[config.mk]
export PLATFORM = sky130hd
export DESIGN_NAME = spi_reg_writer
export DESIGN_NICKNAME = d
export VERILOG_FILES = /design/src/rtl/spi_reg_writer.sv
export SDC_FILE = /design/constraint.sdc
export NUM_CORES = 1
export LEC_CHECK = 0
export ABC_AREA = 1
export BUFFER_PORTS_ARGS = -buffer_cell sky130_fd_sc_hd__buf_4
export CAP_MARGIN = 20
export CORE_MARGIN = 3
export CORE_UTILIZATION = 44
export CTS_BUF_LIST = sky130_fd_sc_hd__clkbuf_4 sky130_fd_sc_hd__clkbuf_8
export DETAILED_ROUTE_END_ITERATION = 8
export GPL_TIMING_DRIVEN = 0
export SETUP_SLACK_MARGIN = 0.15
export SYNTH_ARGS = -nofsm -noshare
export SYNTH_HDL_FRONTEND = slang
export SYNTH_SLANG_ARGS = --single-unit
[constraint.sdc]
create_clock -name clk -period 2.8 [get_ports clk]
set_clock_uncertainty 0.05 [all_clocks]
set_input_delay 0.56 -clock clk [delete_from_list [all_inputs] [get_ports clk]]
set_output_delay 0.56 -clock clk [all_outputs]
set_load 0.02 [all_outputs]
[src/rtl/spi_reg_writer.sv]
// SPI mode-0 target that accepts 16-bit write frames and drives five 8-bit PWM config registers.
// Optional readback of registers on cipo is enabled by defining SPI_READBACK_EN.
module spi_reg_writer #(
    parameter int NUM_REGS    = 5,
    parameter int SYNC_STAGES = 2
) (
    input  logic       clk,
    input  logic       rst,
    input  logic       sclk,
    input  logic       copi,
    input  logic       ncs,
    output logic       cipo,
    output logic [7:0] en_reg_out_7_0,
    output logic [7:0] en_reg_out_15_8,
    output logic [7:0] en_reg_pwm_7_0,
    output logic [7:0] en_reg_pwm_15_8,
    output logic [7:0] pwm_duty_cycle,
    output logic       frame_err
);

    typedef enum logic [1:0] {
        ST_IDLE   = 2'd0,
        ST_SHIFT  = 2'd1,
        ST_COMMIT = 2'd2
    } state_t;

    localparam logic [6:0] NUM_REGS_L = 7'(NUM_REGS);

    logic [SYNC_STAGES-1:0] sclk_sync_q, sclk_sync_d;
    logic [SYNC_STAGES-1:0] copi_sync_q, copi_sync_d;
    logic [SYNC_STAGES-1:0] ncs_sync_q,  ncs_sync_d;
    logic [SYNC_STAGES-1:0] vld_sync_q,  vld_sync_d;
    logic                   sclk_s, copi_s, ncs_s, vld_s;

    logic sclk_prev_q, sclk_prev_d;
    logic ncs_prev_q,  ncs_prev_d;
    logic copi_q,      copi_d;
    logic sclk_rise_q, sclk_rise_d;
    logic sclk_fall_q, sclk_fall_d;
    logic ncs_rise_q,  ncs_rise_d;
    logic ncs_fall_q,  ncs_fall_d;
    logic armed_q,     armed_d;

    state_t          state_q, state_d;
    logic [4:0]      cnt_q, cnt_d;
    logic [15:0]     sr_q, sr_d;
    logic [4:0][7:0] regs_q, regs_d;
    logic            frame_err_q, frame_err_d;

    logic clear_s, shift_en_s, wr_s, err_s;

    assign sclk_s = sclk_sync_q[SYNC_STAGES-1];
    assign copi_s = copi_sync_q[SYNC_STAGES-1];
    assign ncs_s  = ncs_sync_q[SYNC_STAGES-1];
    assign vld_s  = vld_sync_q[SYNC_STAGES-1];

    // Synchronizers, edge detection and registered event pulses
    always_comb begin
        sclk_sync_d = {sclk_sync_q[SYNC_STAGES-2:0], sclk};
        copi_sync_d = {copi_sync_q[SYNC_STAGES-2:0], copi};
        ncs_sync_d  = {ncs_sync_q[SYNC_STAGES-2:0], ncs};
        vld_sync_d  = {vld_sync_q[SYNC_STAGES-2:0], 1'b1};
        sclk_prev_d = sclk_s;
        ncs_prev_d  = ncs_s;
        copi_d      = copi_s;
        sclk_rise_d = sclk_s & ~sclk_prev_q;
        sclk_fall_d = ~sclk_s & sclk_prev_q;
        ncs_rise_d  = ncs_s & ~ncs_prev_q;
        // A falling ncs only counts once a genuine high level has passed through the synchronizer.
        ncs_fall_d  = ~ncs_s & ncs_prev_q & armed_q;
        armed_d     = armed_q | (vld_s & ncs_s);
    end

    // FSM next state
    always_comb begin
        state_d = state_q;
        case (state_q)
            ST_IDLE:   if (ncs_fall_q) state_d = ST_SHIFT; else state_d = ST_IDLE;
            ST_SHIFT:  if (ncs_rise_q) state_d = ST_COMMIT; else state_d = ST_SHIFT;
            ST_COMMIT: state_d = ST_IDLE;
            default:   state_d = ST_IDLE;
        endcase
    end

    // FSM outputs; ncs_prev_q is the ncs level aligned with the event pulses
    always_comb begin
        clear_s    = (state_q == ST_IDLE) && ncs_fall_q;
        shift_en_s = (state_q == ST_SHIFT) && sclk_rise_q && !ncs_prev_q;
        wr_s       = (state_q == ST_COMMIT) && (cnt_q == 5'd16) && sr_q[15] && (sr_q[14:8] < NUM_REGS_L);
        err_s      = (state_q == ST_COMMIT) && (cnt_q != 5'd16);
    end

    // Shift register, saturating bit counter and register file
    always_comb begin
        cnt_d       = cnt_q;
        sr_d        = sr_q;
        regs_d      = regs_q;
        frame_err_d = err_s;
        if (clear_s) begin
            cnt_d = 5'd0;
            sr_d  = 16'd0;
        end else if (shift_en_s) begin
            sr_d = {sr_q[14:0], copi_q};
            if (cnt_q != 5'd17) cnt_d = cnt_q + 5'd1; else cnt_d = cnt_q;
        end else begin
            cnt_d = cnt_q;
        end
        for (int i = 0; i < 5; i++) begin
            if (wr_s && (i < NUM_REGS) && (sr_q[14:8] == 7'(i))) regs_d[i] = sr_q[7:0];
            else regs_d[i] = regs_q[i];
        end
    end

    // Main state flops
    always_ff @(posedge clk or posedge rst) begin
        if (rst) begin
            sclk_sync_q <= '0;
            copi_sync_q <= '0;
            ncs_sync_q  <= '1;
            vld_sync_q  <= '0;
            sclk_prev_q <= 1'b0;
            ncs_prev_q  <= 1'b1;
            copi_q      <= 1'b0;
            sclk_rise_q <= 1'b0;
            sclk_fall_q <= 1'b0;
            ncs_rise_q  <= 1'b0;
            ncs_fall_q  <= 1'b0;
            armed_q     <= 1'b0;
            state_q     <= ST_IDLE;
            cnt_q       <= 5'd0;
            sr_q        <= 16'd0;
            regs_q      <= '0;
            frame_err_q <= 1'b0;
        end else begin
            sclk_sync_q <= sclk_sync_d;
            copi_sync_q <= copi_sync_d;
            ncs_sync_q  <= ncs_sync_d;
            vld_sync_q  <= vld_sync_d;
            sclk_prev_q <= sclk_prev_d;
            ncs_prev_q  <= ncs_prev_d;
            copi_q      <= copi_d;
            sclk_rise_q <= sclk_rise_d;
            sclk_fall_q <= sclk_fall_d;
            ncs_rise_q  <= ncs_rise_d;
            ncs_fall_q  <= ncs_fall_d;
            armed_q     <= armed_d;
            state_q     <= state_d;
            cnt_q       <= cnt_d;
            sr_q        <= sr_d;
            regs_q      <= regs_d;
            frame_err_q <= frame_err_d;
        end
    end

`ifdef SPI_READBACK_EN
    logic [7:0] tx_q, tx_d;
    logic       cipo_q, cipo_d;
    logic [6:0] rd_addr_s;
    logic [7:0] rd_data_s;

    // Transmit shifter: load after bit 8 of a read frame, advance on falls after bit 9 is sampled
    always_comb begin
        rd_addr_s = {sr_q[5:0], copi_q};
        rd_data_s = 8'd0;
        for (int i = 0; i < 5; i++) begin
            if ((i < NUM_REGS) && (rd_addr_s == 7'(i))) rd_data_s = regs_q[i];
            else rd_data_s = rd_data_s;
        end
        if (clear_s) tx_d = 8'd0;
        else if (shift_en_s && (cnt_q == 5'd7) && !sr_q[6]) tx_d = rd_data_s;
        else if ((state_q == ST_SHIFT) && sclk_fall_q && (cnt_q >= 5'd9)) tx_d = {tx_q[6:0], 1'b0};
        else tx_d = tx_q;
        if (!ncs_s && (state_d == ST_SHIFT)) cipo_d = tx_d[7];
        else cipo_d = 1'b0;
    end

    // Readback flops
    always_ff @(posedge clk or posedge rst) begin
        if (rst) begin
            tx_q   <= 8'd0;
            cipo_q <= 1'b0;
        end else begin
            tx_q   <= tx_d;
            cipo_q <= cipo_d;
        end
    end

    assign cipo = cipo_q;
`else
    assign cipo = 1'b0;
`endif

    assign en_reg_out_7_0  = regs_q[0];
    assign en_reg_out_15_8 = regs_q[1];
    assign en_reg_pwm_7_0  = regs_q[2];
    assign en_reg_pwm_15_8 = regs_q[3];
    assign pwm_duty_cycle  = regs_q[4];
    assign frame_err       = frame_err_q;

endmodule

==> flow_metrics.tcl <==
set metrics [dict create \
    cp_max_fo 10 \
    cp_data_arrival_time_ns 1.80 \
    yosysUniqueCellTypes 26 \
    cap_viol_max_count 0 \
    placed_cells 471 \
    clock-root-buffer "clkbuf_8" \
    io_buffers 45 \
    critPathMaxStageDelay_ns 0.43 \
    place_area_um2 3830 \
    clkSinkCount 79 \
    start_kind "flip-flop" \
    ir_drop_v 0.000305 \
    post-route-cell-area_um2 4080 \
    syn-instance-count 326 \
    grt_pass1_wl_um 11100 \
    crit_path_end_kind "flip-flop" \
    p_leak_nw 2.12 \
    async_flop_share 1.00 \
    synth-edff-count 0 \
    die_width_um 93.1 \
    wl_per_cell_um 14.0 \
    cts_hold_buf 0 \
    cts_resized 0 \
    fin_cells 487 \
    avgViaCountPerCell 5.06 \
    grt_usage 0.166 \
    drtAntennaViolNets 0 \
    ys_seq_area_frac 0.593 \
    powerDensity_nw_per_um2 597 \
    post_cts_buffers 0 \
    insertion_delay_ns 0.35 \
    die_h_um 93.1 \
    num_vias 2466 \
    firstDrtPassIters 4 \
    worstPathCellList "inv_1 > ha_1 > and3_2 > buf_8 > buf_2 > nand4_1 > nand2_1" \
    io_pins 47 \
    insertedDiodeCount 0 \
    synth_nets 334 \
    numCtsBuffers 9 \
    final_max_slew_viol_count 0 \
    cts_tree "yes" \
    ys_ff_latch 79 \
    h-tree-depth 3 \
    grt_pass1_vias 2270 \
    grt-ovfl-total 0 \
    outcome "finished, final reports clean" \
    slowest_stage "dfrtp_1" \
    hold_viol_final 0 \
    core_um2 7290 \
    grt_max_degree 61 \
    dieArea_um2 8670 \
    fin_nets 391 \
    finalCritPeriodShare 0.573 \
    drive_gt1_frac 0.265 \
    ys_top_cells_by_area "dfrtp_1 57%, nand2_1 10%, nand4_1 7.5%" \
    syn_to_final_growth_pct 22.1 \
    rsz0062_at_grt "false" \
    drc 0 \
    hold_class "input port to async pin" \
    yosysMostFrequentCell "nand2_1" \
    ys_top_cells_by_count "92 x nand2_1, 76 x dfrtp_1, 40 x nand4_1" \
    setup_viol_count_final 0 \
    drt_wl_total_um 6810 \
    required_ns 2.99 \
    antenna_found_initial 0 \
    clock.fmax_ghz 0.623 \
    initial_core_util 0.458 \
    finish.utilization 0.559 \
    num_rows 31 \
    dp_hpwl_um 4580 \
    synth_top_cell_by_area "dfrtp_1" \
    ys.flop_type "dfrtp_1" \
    finalCriticalPeriod_ns 1.61 \
    syn_area_um2 3340 \
    cts_buffer_depth 2 \
    path_class "flip-flop to flip-flop" \
    synth_top_area_frac 0.570 \
    yosys_warnings 0 \
    gp_congestion 0.735 \
    drt_first_iter_violations 147 \
    syn_area_per_cell_um2 10.2 \
    clkTransAtPathRegs_ns 0.08 \
]
-- sequential cells by signal, indices dropped and copies added, names as in the netlist --
| register | count |
|---|---|
| sr_q | 16 |
| en_reg_out_15_8 | 8 |
| en_reg_out_7_0 | 8 |
| en_reg_pwm_15_8 | 8 |
| en_reg_pwm_7_0 | 8 |
| pwm_duty_cycle | 8 |
| cnt_q | 5 |
| copi_sync_q | 2 |
| ncs_sync_q | 2 |
| sclk_sync_q | 2 |
| state_q | 2 |
| vld_sync_q | 2 |
| armed_q | 1 |
| copi_q | 1 |
| frame_err | 1 |
| ncs_fall_q | 1 |
| ncs_prev_q | 1 |
| ncs_rise_q | 1 |
| sclk_prev_q | 1 |
| sclk_rise_q | 1 |
-- worst max-delay path: cells and delay by family, from the launching register on --
kind	cells	cell delay, ns
simple gates	3	0.41
flops	1	0.43
buf+inv	3	0.41
fa+ha+maj	1	0.19
-- logic make-up (layout without fill, tap and decap cells) --
group / after synthesis / after routing / synth area share
xor+xnor: 3 / 3 / 0.00787
flops: 79 / 79 / 0.593
fa+ha+maj: 3 / 3 / 0.0112
other cells: 2 / 2 / 0.00225
buf+inv: 40 / 102 / 0.0648
simple gates: 180 / 180 / 0.285
compound gates: 19 / 19 / 0.0352
-- through the flow --
step / total power, mW / hold WS (ns) / setup slack (ns) / setup TNS, ns
final: 2.43 / 0.100 / 1.19 / 0
after global routing: 2.54 / 0.0987 / 1.07 / 0
after CTS: 2.45 / 0.107 / 1.18 / 0
after detailed placement: 1.43 / 0.286 / 1.19 / 0
after global placement: 1.42 / 0.281 / -0.801 / -60.62
after floorplan: 1.37 / 0.281 / 0.172 / 0
-- metal layers --
layer	vias up	track usage	wire, um
met3	13	0.0442	370
met1	1176	0.245	3310
li1	1209	-	-
met4	0	0.0611	150
met5	-	0	0
met2	68	0.233	2980
-- final cells by class --
cell class,count,area [um2]
Fill cell,668,3220
Sequential cell,79,1980
Multi-Input combinational cell,207,1140
Timing Repair Buffer,46,365
Clock buffer,9,124
Tap cell,99,124
Clock inverter,7,121
Buffer,13,115
Inverter,27,104
-- report_power, final --
part           switching [mW]  total (mW)  leakage, nW  internal (mW)
clock network           0.430        1.03        0.123          0.595
registers              0.0636        1.25         1.06           1.19
logic                   0.100       0.158        0.937         0.0582
total                   0.594        2.43         2.12           1.84
-- placed cells by master, fill, tap and decap left out, drive strengths merged --
master	netlist	final
a21o	1	1
o21ai	2	2
clkbuf	2	11
or2	1	1
inv	27	27
o22ai	16	16
ha	3	3
and3	1	1
conb	2	2
bufinv	0	3
xor2	3	3
dfrtp	76	76
buf	11	57
nand3	20	20
nand4	40	40
clkinv	0	4
nor2	20	20
nand3b	2	2
nand2	96	96
dfstp	3	3
-- path summary, 6_finish.rpt --
| kind | slack, ns | cells after the start | to | from |
|---|---|---|---|---|
| min in group clk | 0.26 | 1 | ncs_sync_q[0]$_DFF_PP1_ | ncs |
| max reg2reg | 1.19 | 7 | pwm_duty_cycle[6]$_DFFE_PP0P_ | cnt_q[0]$_DFFE_PP0P_ |
| max | 1.19 | 7 | pwm_duty_cycle[6]$_DFFE_PP0P_ | cnt_q[0]$_DFFE_PP0P_ |
| min reg2reg | 0.30 | 0 | copi_q$_DFF_PP0_ | copi_sync_q[1]$_DFF_PP0_ |
| min | 0.1 | 2 | cnt_q[3]$_DFFE_PP0P_ | rst |
| max in group asynchronous | 2.03 | 3 | sr_q[9]$_DFFE_PP0P_ | rst |
(Power assumes the default switching activity.)
